[src/rtl/fetch_pc_unit.sv]
// fetch_pc_unit: RV32I instruction-fetch front end.
// Holds the fetch PC, issues in-order requests to instruction memory under a
// credit limit, pairs each response with its request PC and buffers the
// resulting {pc, word} pairs toward decode. A taken branch from EX redirects
// the PC, clears the buffer and drops in-flight wrong-path responses.
//
// Optional build macro: FETCH_MISALIGN_EN
//   defined   : a misaligned redirect target sends the PC to TRAP_VEC and
//               pulses o_misalign_1 the following cycle.
//   undefined : the target is forced word aligned, o_misalign_1 is tied 0.
//
// state   | meaning
// --------+-----------------------------------------------------------
// S_BOOT  | first cycle after reset, no request issued
// S_RUN   | normal fetching
// S_DRAIN | wrong-path responses still in flight, dropped on arrival
module fetch_pc_unit #(
  parameter logic [31:0] RESET_PC   = 32'h0000_0000,
  parameter int          MAX_CREDIT = 2
`ifdef FETCH_MISALIGN_EN
  ,
  parameter logic [31:0] TRAP_VEC   = 32'h0000_0100
`endif
) (
  input  logic        i_clk,
  input  logic        i_rst_n,
  input  logic        i_isBranch_1,
  input  logic [31:0] i_branchPC_32,
  input  logic        i_exValid_1,
  output logic        o_imemReq_1,
  output logic [31:0] o_imemAddr_32,
  input  logic        i_imemReady_1,
  input  logic        i_imemValid_1,
  input  logic [31:0] i_imemData_32,
  output logic        o_instValid_1,
  output logic [31:0] o_inst_32,
  output logic [31:0] o_instPC_32,
  input  logic        i_idReady_1,
  output logic        o_flush_1,
  output logic        o_misalign_1
);

  // CW holds 0..MAX_CREDIT, SW holds the sum of two such counts
  localparam int CW = $clog2(MAX_CREDIT + 1);
  localparam int SW = CW + 1;
  localparam int PW = (MAX_CREDIT > 1) ? $clog2(MAX_CREDIT) : 1;

  typedef enum logic [1:0] {
    S_BOOT  = 2'd0,
    S_RUN   = 2'd1,
    S_DRAIN = 2'd2
  } state_t;

  state_t state_q, state_d;

  logic [31:0]   pc_q;
  logic [CW-1:0] outstanding_q;
  logic [CW-1:0] drop_q;
  logic [CW-1:0] occ_q;

  // request-PC FIFO: one entry per outstanding request, dropped ones included
  logic [31:0]   reqpc_mem [MAX_CREDIT];
  logic [PW-1:0] reqpc_wr_q, reqpc_rd_q;

  // instruction buffer toward decode
  logic [31:0]   buf_pc_mem   [MAX_CREDIT];
  logic [31:0]   buf_data_mem [MAX_CREDIT];
  logic [PW-1:0] buf_wr_q, buf_rd_q;

  logic          redirect;
  logic [31:0]   redirect_pc;
  logic          credit_ok;
  logic          req;
  logic          req_fire;
  logic          rsp_accept;
  logic          rsp_drop;
  logic          rsp_keep;
  logic          pop;
  logic [CW-1:0] drop_redirect;

  function automatic logic [PW-1:0] ptr_inc(input logic [PW-1:0] p);
    if (p == PW'(MAX_CREDIT - 1)) return '0;
    return p + PW'(1);
  endfunction

  assign redirect = i_isBranch_1 & i_exValid_1;

`ifdef FETCH_MISALIGN_EN
  logic target_misaligned;
  logic misalign_q;

  assign target_misaligned = (i_branchPC_32[1:0] != 2'b00);
  assign redirect_pc       = target_misaligned ? TRAP_VEC : i_branchPC_32;

  // one-cycle pulse the cycle after a redirect to a misaligned target
  always_ff @(posedge i_clk) begin
    if (!i_rst_n) misalign_q <= 1'b0;
    else          misalign_q <= redirect & target_misaligned;
  end

  assign o_misalign_1 = misalign_q;
`else
  assign redirect_pc  = i_branchPC_32 & 32'hFFFF_FFFC;
  assign o_misalign_1 = 1'b0;
`endif

  // outstanding already counts wrong-path requests, so draining also eats credit
  assign credit_ok  = (SW'(outstanding_q) + SW'(occ_q)) < SW'(MAX_CREDIT);
  assign req        = (state_q != S_BOOT) & ~redirect & credit_ok;
  assign req_fire   = req & i_imemReady_1;

  // a response with nothing outstanding is stray and ignored
  assign rsp_accept = i_imemValid_1 & (outstanding_q != '0);
  assign rsp_drop   = rsp_accept & (drop_q != '0);
  assign rsp_keep   = rsp_accept & (drop_q == '0) & ~redirect;
  assign pop        = o_instValid_1 & i_idReady_1;

  // the response arriving in the redirect cycle is discarded right here,
  // so only the ones still in flight afterwards need dropping
  assign drop_redirect = outstanding_q - CW'(rsp_accept);

  // state register
  always_ff @(posedge i_clk) begin
    if (!i_rst_n) state_q <= S_BOOT;
    else          state_q <= state_d;
  end

  // next-state: boot lasts one cycle, drain ends with the last dropped word
  always_comb begin
    state_d = state_q;
    case (state_q)
      S_BOOT:  state_d = S_RUN;
      S_RUN:   state_d = S_RUN;
      S_DRAIN: if (rsp_drop && (drop_q == CW'(1))) state_d = S_RUN;
      default: state_d = S_BOOT;
    endcase
    if (redirect) state_d = (drop_redirect != '0) ? S_DRAIN : S_RUN;
  end

  // fetch PC, outstanding count and drop count
  always_ff @(posedge i_clk) begin
    if (!i_rst_n) begin
      pc_q          <= RESET_PC;
      outstanding_q <= '0;
      drop_q        <= '0;
    end else begin
      if (redirect)      pc_q <= redirect_pc;
      else if (req_fire) pc_q <= pc_q + 32'd4;
      outstanding_q <= outstanding_q + CW'(req_fire) - CW'(rsp_accept);
      if (redirect)      drop_q <= drop_redirect;
      else if (rsp_drop) drop_q <= drop_q - CW'(1);
    end
  end

  // request-PC FIFO pointers
  always_ff @(posedge i_clk) begin
    if (!i_rst_n) begin
      reqpc_wr_q <= '0;
      reqpc_rd_q <= '0;
    end else begin
      if (req_fire)   reqpc_wr_q <= ptr_inc(reqpc_wr_q);
      if (rsp_accept) reqpc_rd_q <= ptr_inc(reqpc_rd_q);
    end
  end

  // request-PC FIFO storage
  always_ff @(posedge i_clk) begin
    if (req_fire) reqpc_mem[reqpc_wr_q] <= pc_q;
  end

  // instruction buffer pointers and occupancy; a redirect empties it
  always_ff @(posedge i_clk) begin
    if (!i_rst_n) begin
      buf_wr_q <= '0;
      buf_rd_q <= '0;
      occ_q    <= '0;
    end else if (redirect) begin
      buf_wr_q <= '0;
      buf_rd_q <= '0;
      occ_q    <= '0;
    end else begin
      if (rsp_keep) buf_wr_q <= ptr_inc(buf_wr_q);
      if (pop)      buf_rd_q <= ptr_inc(buf_rd_q);
      occ_q <= occ_q + CW'(rsp_keep) - CW'(pop);
    end
  end

  // instruction buffer storage, each word paired with its request PC
  always_ff @(posedge i_clk) begin
    if (rsp_keep) begin
      buf_pc_mem[buf_wr_q]   <= reqpc_mem[reqpc_rd_q];
      buf_data_mem[buf_wr_q] <= i_imemData_32;
    end
  end

  assign o_imemReq_1   = req;
  assign o_imemAddr_32 = pc_q;
  assign o_flush_1     = redirect;
  assign o_instValid_1 = (occ_q != '0);
  assign o_inst_32     = o_instValid_1 ? buf_data_mem[buf_rd_q] : 32'h0;
  assign o_instPC_32   = o_instValid_1 ? buf_pc_mem[buf_rd_q]   : 32'h0;

`ifndef SYNTHESIS
  a_rsp_has_request: assert property (@(posedge i_clk) disable iff (!i_rst_n)
    i_imemValid_1 |-> (outstanding_q != '0));

  a_rsp_not_full: assert property (@(posedge i_clk) disable iff (!i_rst_n)
    i_imemValid_1 |-> (occ_q != CW'(MAX_CREDIT)));
`endif

endmodule

[config.mk]
export PLATFORM = sky130hd
export DESIGN_NAME = fetch_pc_unit
export DESIGN_NICKNAME = d
export VERILOG_FILES = /design/src/rtl/fetch_pc_unit.sv
export SDC_FILE = /design/constraint.sdc
export NUM_CORES = 1
export LEC_CHECK = 0
export CORE_MARGIN = 8
export CORE_UTILIZATION = 58
export CTS_BUF_LIST = sky130_fd_sc_hd__clkbuf_4 sky130_fd_sc_hd__clkbuf_8
export CTS_CLUSTER_DIAMETER = 150
export DETAILED_ROUTE_END_ITERATION = 8
export HOLD_SLACK_MARGIN = 0.15
export PLACE_DENSITY = 0.95
export SLEW_MARGIN = 10
export SYNTH_ARGS = -nofsm -noshare
export SYNTH_HDL_FRONTEND = slang
export SYNTH_SLANG_ARGS = --single-unit
[constraint.sdc]
create_clock -name i_clk -period 7.3 [get_ports i_clk]
set_input_delay 1.46 -clock i_clk [delete_from_list [all_inputs] [get_ports i_clk]]
set_output_delay 1.46 -clock i_clk [all_outputs]
set_load 0.005 [all_outputs]
==> flow_metrics.tcl <==
set metrics [dict create \
    worstSetupStartpointType "input pin" \
    crit_path_max_fanout 63 \
    startpoint "i_exValid_1" \
    dpl.hpwl_mm 14.5 \
    p_leak_nw 3.92 \
    portBuffers 163 \
    synth_compound_area_frac 0.0576 \
    dr.pass1.iters 5 \
    die_h_microns 143 \
    synth_xor_area_frac 0.0150 \
    grt_max_degree 64 \
    holdCritStartpoint "buf_rd_q$_SDFFE_PP0P_" \
    postCtsHoldBufs 0 \
    grt_pass1_wl_mm 35.8 \
    clk_pin_slew_worst_paths_ns 0.06 \
    final_antenna_net_count 0 \
    synth_top_area_share 0.591 \
    fillers 959 \
    rsz0062_at_grt "false" \
    drv_slew 0 \
    crit_slowest_cell "clkdlybuf4s50_1" \
    ys.warnings.count 0 \
    tightest_slew_ns 1.17 \
    ys.flop_type "edfxtp_1" \
    wl_per_cell_microns 20.9 \
    p_seq_frac 0.476 \
    netlist_top_cells_area "edfxtp_1, dfxtp_1, mux2i_1" \
    clock_power_share 0.311 \
    outcome "finished clean" \
    avgSynthCellArea_sq_um 14.0 \
    reg2reg_from "occ_q[0]$_SDFF_PP0_" \
    final_layout_size_suffix_gt1_frac 0.123 \
    cp-end-kind "output pin" \
    cts_buffers 36 \
    utilization 0.752 \
    peakVddDrop_uv 215 \
    ys_seq_area_frac 0.686 \
    clockBufferDepth 3 \
    period_needed_ns 5.09 \
    drc 0 \
    hold_class "flop to flop" \
    cpPeakStageDelay_ns 0.64 \
    synth_edf_count 184 \
    cts_tree "done" \
    num_antenna_cells 0 \
    multiInputGateArea_sq_um 2770 \
    initial_core_util 0.590 \
    ys_async_sr_fraction 0 \
    required_ns 5.84 \
    synth_most_common_cell "edfxtp_1" \
    drtIter0Drc 639 \
    yosys-top-cells-count "edfxtp_1, nor2_1, mux2i_1" \
    p_switching_mw 0.906 \
    internal_power_mw 2.46 \
    critPathKind "input pin to output pin" \
    vias_per_cell 5.93 \
    period_share 0.697 \
    clock_latency_ns 0.51 \
    netlist.top_cell.by_area "edfxtp_1" \
    finalPower_mw 3.37 \
    antenna_found_initial 0 \
    grt_overflow_total 0 \
    crit_arrival_ns 3.63 \
    area_growth_pct 27.3 \
    max_slew_margin 0.216 \
    finalHoldViolations 0 \
    cts.sink_count 228 \
    synth_top_family_by_area "multiplexers" \
    timing.fmax_mhz 197 \
    synthDistinctLibCells 44 \
    grt_pass1_vias 6549 \
    pwr_density_cell_nw_per_um2 283 \
    worst_clock_skew_ns 0.0354 \
    yosys.area_share.simple 0.102 \
    gp_congestion 0.870 \
    regArea_sq_um 6410 \
    nets 925 \
    finalSetupTns_ns 0 \
    post_cts_buffers 0 \
    synthCells 669 \
    combPwrFrac 0.213 \
    cts_resized 0 \
    cpMostUsedCell "clkdlybuf4s50_1" \
    coreArea_sq_um 15800 \
    synthAdderAreaFrac 0.0129 \
    finalSetupViolations 0 \
    ctsHtreeMaxLevel 2 \
    ios 171 \
    whs_ns 0.534 \
    grtUsageTotal 0.222 \
    syn-cell-area_sq_um 9350 \
    cap_violations 0 \
    die_width_microns 143 \
    synth_seq_cells 228 \
    cts_root_buf "clkbuf_8" \
    vias 6455 \
    rows 46 \
    routed_wl_mm 22.8 \
    swShare 0.269 \
    crit_chain "clkdlybuf4s50_1 -> nand2_1 -> buf_4 -> inv_1 -> clkdlybuf4s50_1" \
    die-area_sq_um 20400 \
    muxShareOfSynthArea 0.104 \
]
worst paths after layout:
| path | slack, ns | endpoint | cells after the start |
|---|---|---|---|
| setup / recovery | 2.21 | o_flush_1 | 5 |
| hold / removal | 0.53 | flop | 2 |
| setup reg to reg | 3.86 | o_imemAddr_32[31]$_SDFFE_PN0P_ | 6 |
| hold reg to reg | 0.53 | flop | 2 |
routing by layer:
metal	global-route usage	up-vias	wire (microns)
li1	-	2896	-
met1	0.271	3082	8600
met2	0.378	405	11300
met3	0.0538	72	2160
met4	0.0772	0	677
met5	0	-	0
stage by stage:
stage | std cells | setup WS [ns] | area (sq um)
global placement | 1023 | 2.32 | 11200
global route | 1088 | 2.09 | 11900
finish | 1088 | 2.21 | 11900
detailed placement | 1023 | 2.28 | 11200
CTS | 1088 | 2.27 | 11900
floorplan | 673 | 2.10 | 9360
cell families (layout without fill, tap and decap cells):
group / Yosys count / in the layout
adder cells (fa/ha/maj): 9 / 9
multiplexers: 93 / 93
AO/OA/AOI/OAI: 85 / 85
other: 1 / 5
AND/OR/NAND/NOR: 187 / 187
XOR/XNOR: 16 / 16
buffers and inverters: 50 / 249
flip-flops: 228 / 228
power by group through the flow:
stage	clock (mW)	combinational (mW)	sequential, mW
finish	1.05	0.718	1.60
CTS	1.06	0.727	1.60
detailed placement	0	0.717	1.62
floorplan	0	0.377	1.61
global route	1.12	0.779	1.61
global placement	0	0.694	1.62
placed cells by master, fill, tap and decap left out, types with 12 or more instances in the layout:
cell / instances
mux2_2: 30
edfxtp_1: 184
clkbuf_8: 42
inv_1: 13
clkdlybuf4s50_1: 163
nand2_1: 12
mux2i_1: 63
dfxtp_1: 43
o21ai_0: 31
nand4_1: 18
nor2_1: 78
nand3_1: 16
a31oi_1: 12
worst max-delay path, delay by kind of cell:
kind                   cells  cell delay [ns]
buffers and inverters      4             2.08
and+or+nand+nor            1             0.06
layout make-up:
| class | instances | area share |
|---|---|---|
| sequential | 228 | 0.539 |
| multi-input combinational | 395 | 0.233 |
| timing repair buffer | 171 | 0.142 |
| clock buffer | 49 | 0.0530 |
| tap | 216 | 0.0227 |
| clock inverter | 16 | 0.00652 |
| inverter | 13 | 0.00410 |
state kept, by name, summed over array words and instances (netlist names), named ones only:
register       cells
buf_pc_mem        60
o_imemAddr_32     30
outstanding_q      2
drop_q             2
buf_data_mem      64
reqpc_mem         60
state_q            2
buf_wr_q           1
occ_q              2
reqpc_wr_q         1
buf_rd_q           1
reqpc_rd_q         1
No activity file was read; power rests on OpenSTA's default activity.
